--- config.mk ---
export PLATFORM = sky130hd
export DESIGN_NAME = spi_ram_arbiter
export DESIGN_NICKNAME = d
export VERILOG_FILES = /design/src/rtl/spi_ram_arbiter.sv
export SDC_FILE = /design/constraint.sdc
export NUM_CORES = 1
export LEC_CHECK = 0
export CAP_MARGIN = 25
export CELL_PAD_IN_SITES_DETAIL_PLACEMENT = 1
export CELL_PAD_IN_SITES_GLOBAL_PLACEMENT = 1
export CORE_ASPECT_RATIO = 0.5
export CORE_MARGIN = 10
export CORE_UTILIZATION = 35
export CTS_BUF_LIST = sky130_fd_sc_hd__clkbuf_4 sky130_fd_sc_hd__clkbuf_8 sky130_fd_sc_hd__clkbuf_16
export DETAILED_ROUTE_END_ITERATION = 10
export PLACE_DENSITY_LB_ADDON = 0.1
export SLEW_MARGIN = 0
export SYNTH_ARGS = -nofsm -noshare
export SYNTH_HDL_FRONTEND = slang
export SYNTH_SLANG_ARGS = --single-unit
export TNS_END_PERCENT = 30
--- constraint.sdc ---
create_clock -name i_clk -period 2.7 [get_ports i_clk]
set_input_delay 0.81 -clock i_clk [delete_from_list [all_inputs] [get_ports i_clk]]
set_output_delay 0.81 -clock i_clk [all_outputs]
set_load 0.01 [all_outputs]
--- src/rtl/spi_ram_arbiter.sv ---
// Two-port arbiter for the single-port command RAM. An address command locks
// the RAM to one requester until the matching data command closes the pair,
// so the RAM's shared address registers never see interleaved traffic.
// Read data returns only to the requester that issued the read.
//
// state      | meaning
// -----------+------------------------------------------------------------
// ST_IDLE    | no lock; arbitrate valid ports (rr_ptr breaks ties)
// ST_OWN     | locked to r_owner after WR_ADDR/RD_ADDR; idle timer running
// ST_WAIT_RD | RD_DATA forwarded; waiting for ram_tx_valid or read timer
module spi_ram_arbiter #(
    parameter int LOCK_TIMEOUT = 64,
    parameter int RD_TIMEOUT   = 8
) (
    input  logic       i_clk,
    input  logic       i_rst_n,
    input  logic [9:0] i_req0_data,
    input  logic       i_req0_valid,
    output logic       o_req0_ready,
    output logic [7:0] o_req0_rdata,
    output logic       o_req0_rvalid,
    input  logic [9:0] i_req1_data,
    input  logic       i_req1_valid,
    output logic       o_req1_ready,
    output logic [7:0] o_req1_rdata,
    output logic       o_req1_rvalid,
    output logic [9:0] o_ram_din,
    output logic       o_ram_rx_valid,
    input  logic [7:0] i_ram_dout,
    input  logic       i_ram_tx_valid,
    output logic       o_busy,
    output logic       o_owner,
    output logic       o_timeout_err
);

    localparam int IW = $clog2(LOCK_TIMEOUT + 1);
    localparam int RW = $clog2(RD_TIMEOUT + 1);
    localparam logic [IW-1:0] IDLE_LIMIT = IW'(LOCK_TIMEOUT);
    localparam logic [RW-1:0] RD_LIMIT   = RW'(RD_TIMEOUT);

    localparam logic [1:0] OP_WR_ADDR = 2'b00;
    localparam logic [1:0] OP_WR_DATA = 2'b01;
    localparam logic [1:0] OP_RD_ADDR = 2'b10;
    localparam logic [1:0] OP_RD_DATA = 2'b11;

    typedef enum logic [1:0] {
        ST_IDLE    = 2'd0,
        ST_OWN     = 2'd1,
        ST_WAIT_RD = 2'd2
    } state_t;

    state_t          r_state;
    logic            r_rr_ptr;
    logic            r_owner;
    logic [IW-1:0]   r_idle_cnt;
    logic [RW-1:0]   r_rd_cnt;
    logic [9:0]      r_ram_din;
    logic            r_ram_rx_valid;
    logic [7:0]      r_rdata0;
    logic [7:0]      r_rdata1;
    logic            r_rvalid0;
    logic            r_rvalid1;
    logic            r_timeout_err;

    logic            w_grant;
    logic            w_ready0;
    logic            w_ready1;
    logic            w_accept;
    logic            w_port;
    logic [9:0]      w_cmd;
    logic [1:0]      w_op;
    logic [IW-1:0]   w_idle_next;
    logic [RW-1:0]   w_rd_next;

    // Grant selection and per-state ready: open arbitration in IDLE, owner only in OWN, nobody in WAIT_RD
    always_comb begin
        w_grant  = r_rr_ptr;
        w_ready0 = 1'b0;
        w_ready1 = 1'b0;
        if (i_req0_valid && !i_req1_valid) begin
            w_grant = 1'b0;
        end else if (!i_req0_valid && i_req1_valid) begin
            w_grant = 1'b1;
        end
        case (r_state)
            ST_IDLE: begin
                w_ready0 = i_req0_valid && !w_grant;
                w_ready1 = i_req1_valid && w_grant;
            end
            ST_OWN: begin
                w_ready0 = i_req0_valid && !r_owner;
                w_ready1 = i_req1_valid && r_owner;
            end
            default: begin
                w_ready0 = 1'b0;
                w_ready1 = 1'b0;
            end
        endcase
    end

    assign w_accept    = w_ready0 | w_ready1;
    assign w_port      = w_ready1;
    assign w_cmd       = w_ready1 ? i_req1_data : i_req0_data;
    assign w_op        = w_cmd[9:8];
    assign w_idle_next = r_idle_cnt + IW'(1);
    assign w_rd_next   = r_rd_cnt + RW'(1);

    // Lock FSM, command forwarding, timers and read-data return
    always_ff @(posedge i_clk or negedge i_rst_n) begin
        if (!i_rst_n) begin
            r_state        <= ST_IDLE;
            r_rr_ptr       <= 1'b0;
            r_owner        <= 1'b0;
            r_idle_cnt     <= '0;
            r_rd_cnt       <= '0;
            r_ram_din      <= '0;
            r_ram_rx_valid <= 1'b0;
            r_rdata0       <= '0;
            r_rdata1       <= '0;
            r_rvalid0      <= 1'b0;
            r_rvalid1      <= 1'b0;
            r_timeout_err  <= 1'b0;
        end else begin
            r_ram_rx_valid <= w_accept;
            r_rvalid0      <= 1'b0;
            r_rvalid1      <= 1'b0;
            r_timeout_err  <= 1'b0;
            if (w_accept) begin
                r_ram_din <= w_cmd;
            end
            case (r_state)
                ST_IDLE: begin
                    if (w_accept) begin
                        r_owner <= w_port;
                        case (w_op)
                            OP_WR_ADDR, OP_RD_ADDR: begin
                                r_state    <= ST_OWN;
                                r_idle_cnt <= '0;
                            end
                            OP_RD_DATA: begin
                                r_state  <= ST_WAIT_RD;
                                r_rd_cnt <= '0;
                            end
                            default: begin
                                // orphan write: forwarded, lock not taken, fairness passes on
                                r_rr_ptr <= !w_port;
                            end
                        endcase
                    end
                end
                ST_OWN: begin
                    if (w_accept) begin
                        case (w_op)
                            OP_WR_ADDR, OP_RD_ADDR: begin
                                r_idle_cnt <= '0;
                            end
                            OP_WR_DATA: begin
                                r_state  <= ST_IDLE;
                                r_rr_ptr <= !r_owner;
                            end
                            default: begin
                                r_state  <= ST_WAIT_RD;
                                r_rd_cnt <= '0;
                            end
                        endcase
                    end else if (w_idle_next == IDLE_LIMIT) begin
                        r_state       <= ST_IDLE;
                        r_timeout_err <= 1'b1;
                        r_rr_ptr      <= !r_owner;
                        r_idle_cnt    <= '0;
                    end else begin
                        r_idle_cnt <= w_idle_next;
                    end
                end
                ST_WAIT_RD: begin
                    if (i_ram_tx_valid) begin
                        if (r_owner) begin
                            r_rdata1  <= i_ram_dout;
                            r_rvalid1 <= 1'b1;
                        end else begin
                            r_rdata0  <= i_ram_dout;
                            r_rvalid0 <= 1'b1;
                        end
                        r_state  <= ST_IDLE;
                        r_rr_ptr <= !r_owner;
                        r_rd_cnt <= '0;
                    end else if (w_rd_next == RD_LIMIT) begin
                        r_state       <= ST_IDLE;
                        r_timeout_err <= 1'b1;
                        r_rr_ptr      <= !r_owner;
                        r_rd_cnt      <= '0;
                    end else begin
                        r_rd_cnt <= w_rd_next;
                    end
                end
                default: begin
                    r_state <= ST_IDLE;
                end
            endcase
        end
    end

    assign o_req0_ready   = w_ready0;
    assign o_req1_ready   = w_ready1;
    assign o_req0_rdata   = r_rdata0;
    assign o_req1_rdata   = r_rdata1;
    assign o_req0_rvalid  = r_rvalid0;
    assign o_req1_rvalid  = r_rvalid1;
    assign o_ram_din      = r_ram_din;
    assign o_ram_rx_valid = r_ram_rx_valid;
    assign o_busy         = (r_state != ST_IDLE);
    assign o_owner        = r_owner;
    assign o_timeout_err  = r_timeout_err;

endmodule

==> flow_metrics.env <==
export IMPL_worst_slew_pin_slew_ns=0.613
export IMPL_synth_avg_cell_area_sq_um=9.50
export IMPL_power_density_mw_per_mm2=1010
export IMPL_yosysUniqueCellTypes=51
export IMPL_netlist_area_sq_mm=0.00234
export IMPL_rsz0062_at_grt="yes"
export IMPL_post_route_period_util_pct=98.8
export IMPL_io_pins=67
export IMPL_slowest_delay_ns=0.48
export IMPL_h_tree_depth=2
export IMPL_antenna_found_initial=0
export IMPL_dp_hpwl_microns=5710
export IMPL_ctsLongestPathBuffers=2
export IMPL_syn_num_nets=285
export IMPL_power_mw=3.43
export IMPL_netlist_instances=246
export IMPL_fillers=725
export IMPL_final_cell_mix="61 x clkdlybuf4s50_1, 54 x nand2_1, 45 x dfrtp_1"
export IMPL_yosysWarnings=0
export IMPL_instances_no_fill=425
export IMPL_avgViaCountPerCell=5.11
export IMPL_die_w_microns=136
export IMPL_gr_total_overflow=0
export IMPL_setup_slack_ns=0.0334
export IMPL_hold_viol_final=0
export IMPL_numCtsBuffers=5
export IMPL_synth_edf_count=0
export IMPL_fin_nets=375
export IMPL_final_common_cell="clkdlybuf4s50_1"
export IMPL_area_growth_pct=45.1
export IMPL_setup_viol=0
export IMPL_rows=20
export IMPL_placed_cells=417
export IMPL_status="finished clean"
export IMPL_required_ns=1.89
export IMPL_clk_latency_ns=0.29
export IMPL_pre_cts_slack_ns=-0.340
export IMPL_grt_usage_pct=14.1
export IMPL_detail_route_wirelength_microns=7480
export IMPL_vdd_drop_max_uv=424
export IMPL_yosys_register_bits=45
export IMPL_slew_headroom_pct=59.2
export IMPL_hold_path_class="register to register"
export IMPL_grt_pass1_vias=2320
export IMPL_crit_path_max_fanout=2
export IMPL_p_leak_nw=1.57
export IMPL_synth_seq_area_share_pct=48.2
export IMPL_gp_congestion=0.819
export IMPL_post_route_min_period_ns=2.67
export IMPL_finalMaxSlewViolations=0
export IMPL_fin_skew_ns=0.00670
export IMPL_initial_core_util_pct=37.4
export IMPL_layout_area_seq_sq_mm=0.00113
export IMPL_core_area_sq_mm=0.00626
export IMPL_clk_pin_slew_ns=0.07
export IMPL_grt_pass1_wl_microns=12000
export IMPL_route_detailed_drc=0
export IMPL_ant_nets=0
export IMPL_end_kind="output pin"
export IMPL_first_iter_violations=137
export IMPL_diodes=0
export IMPL_hold_slack_ns=0.482
export IMPL_path_cells="clkdlybuf4s50_1 > nand2_1 > a22o_4 > nand2_2 > inv_2 > buf_2"
export IMPL_clock_fmax_ghz=0.375
export IMPL_cts_root_buffer="clkbuf_16"
export IMPL_via_count=2170
export IMPL_die_h_microns=77.8
export IMPL_worstSetupStartpointType="input port"
export IMPL_grt_max_degree=46
export IMPL_crit_type="input port to output pin"
export IMPL_io_buffers=66
export IMPL_die_area_sq_mm=0.0105
export IMPL_tritoncts="done"
export IMPL_drive_gt1_share_pct=17.2
export IMPL_post_drt_wl_per_cell_microns=17.6
export IMPL_clock_sinks=45
export IMPL_multiInputGateArea_sq_mm=0.00113
export IMPL_synth_top_flop_cell="dfrtp_1"
export IMPL_cap_viol_max_count=0
export IMPL_dr_pass1_iters=4
export IMPL_async_flop_share_pct=100
export IMPL_crit_arrival_ns=1.86
export IMPL_slowest_stage="clkdlybuf4s50_1"
-- report_power, final --
group          internal, mW  switching, mW
Sequential            0.920          0.158
Clock                 0.345          0.277
Combinational         0.904          0.822
Total                  2.17           1.26
-- worst paths after layout --
check,endpoint,slack (ns),startpoint,cells after the start
setup reg to reg,r_rd_cnt[1],0.31,r_state[0],8
min in group asynchronous,o_ram_din[3],0.62,i_rst_n,2
hold / removal,o_req0_rdata[2],0.48,o_req0_rdata[2],2
setup / recovery,o_req0_ready,0.03,i_req1_valid,6
hold reg to reg,o_req0_rdata[2],0.48,o_req0_rdata[2],2
max in group asynchronous,o_req0_rdata[6],1.68,i_rst_n,2
-- timing repair --
item / in CTS / in global routing
buffers inserted: 0 / 0
pin swaps: 0 / 0
resized for setup: 9 / 3
hold buffers: 0 / 0
endpoints found under the setup margin: 2 / 4
-- flip-flops by register name, summed over array words and instances, names as in the netlist --
register / cells
r_rr_ptr: 1
o_req1_rdata: 8
o_timeout_err: 1
o_owner: 1
o_req0_rvalid: 1
o_req0_rdata: 8
r_idle_cnt: 7
o_ram_rx_valid: 1
o_ram_din: 10
r_state: 2
o_req1_rvalid: 1
r_rd_cnt: 4
-- kinds of logic (layout without fill, tap and decap cells) --
group	Yosys count	in the layout	synth area share (%)
buffers and inverters	20	111	3.69
multiplexers	12	12	6.00
flip-flops	45	45	48.2
adder cells (fa/ha/maj)	6	6	3.21
AND/OR/NAND/NOR	109	109	21.4
XOR/XNOR	1	1	0.375
AO/OA/AOI/OAI	53	53	17.2
-- Yosys cell counts (all sizes together) (4+ instances only) --
cell | count | area [sq um]
nor3 | 4 | 20.0
dfrtp | 45 | 1130
nand2 | 56 | 218
a21oi | 6 | 30.0
buf | 6 | 33.8
inv | 12 | 45.1
nand2b | 6 | 37.5
o21ai | 7 | 35.0
nor2 | 21 | 78.8
and3 | 4 | 25.0
ha | 6 | 75.1
a31oi | 16 | 100
nand3 | 8 | 40.0
mux2 | 10 | 120
-- metrics by stage --
stage | utilization, % | instance area (sq um) | setup TNS [ns]
3_5_place_dp | 51.9 | 3250 | -1.64
5_1_grt | 54.2 | 3390 | -0.0384
3_3_place_gp | 51.9 | 3250 | -1.32
6_report | 54.2 | 3390 | 0
4_1_cts | 54.1 | 3390 | 0
2_1_floorplan | - | 2340 | 0
-- layer usage --
layer | share of wire [%] | track usage (%) | vias to the layer above | routed length (microns)
li1 | - | - | 1046 | -
met1 | 44 | 16.8 | 1068 | 3320
met2 | 47 | 22.9 | 52 | 3520
met3 | 8.0 | 6.56 | 4 | 602
met4 | 0.56 | 2.56 | 0 | 42
met5 | 0 | 0 | - | 0
-- worst max-delay path, delay by kind of cell --
family                 cells  cell delay, ns
AOI/OAI and AO/OA          1            0.23
buffers and inverters      3            0.66
and+or+nand+nor            2            0.16
-- cell type report --
class	count	area share, %
multi-input cells	181	33.3
flip-flops and latches	45	33.2
repair buffers	90	24.5
clock buffers	5	3.69
well taps	88	3.25
inverters	13	1.44
clock inverters	3	0.664
(Power assumes the default switching activity.)
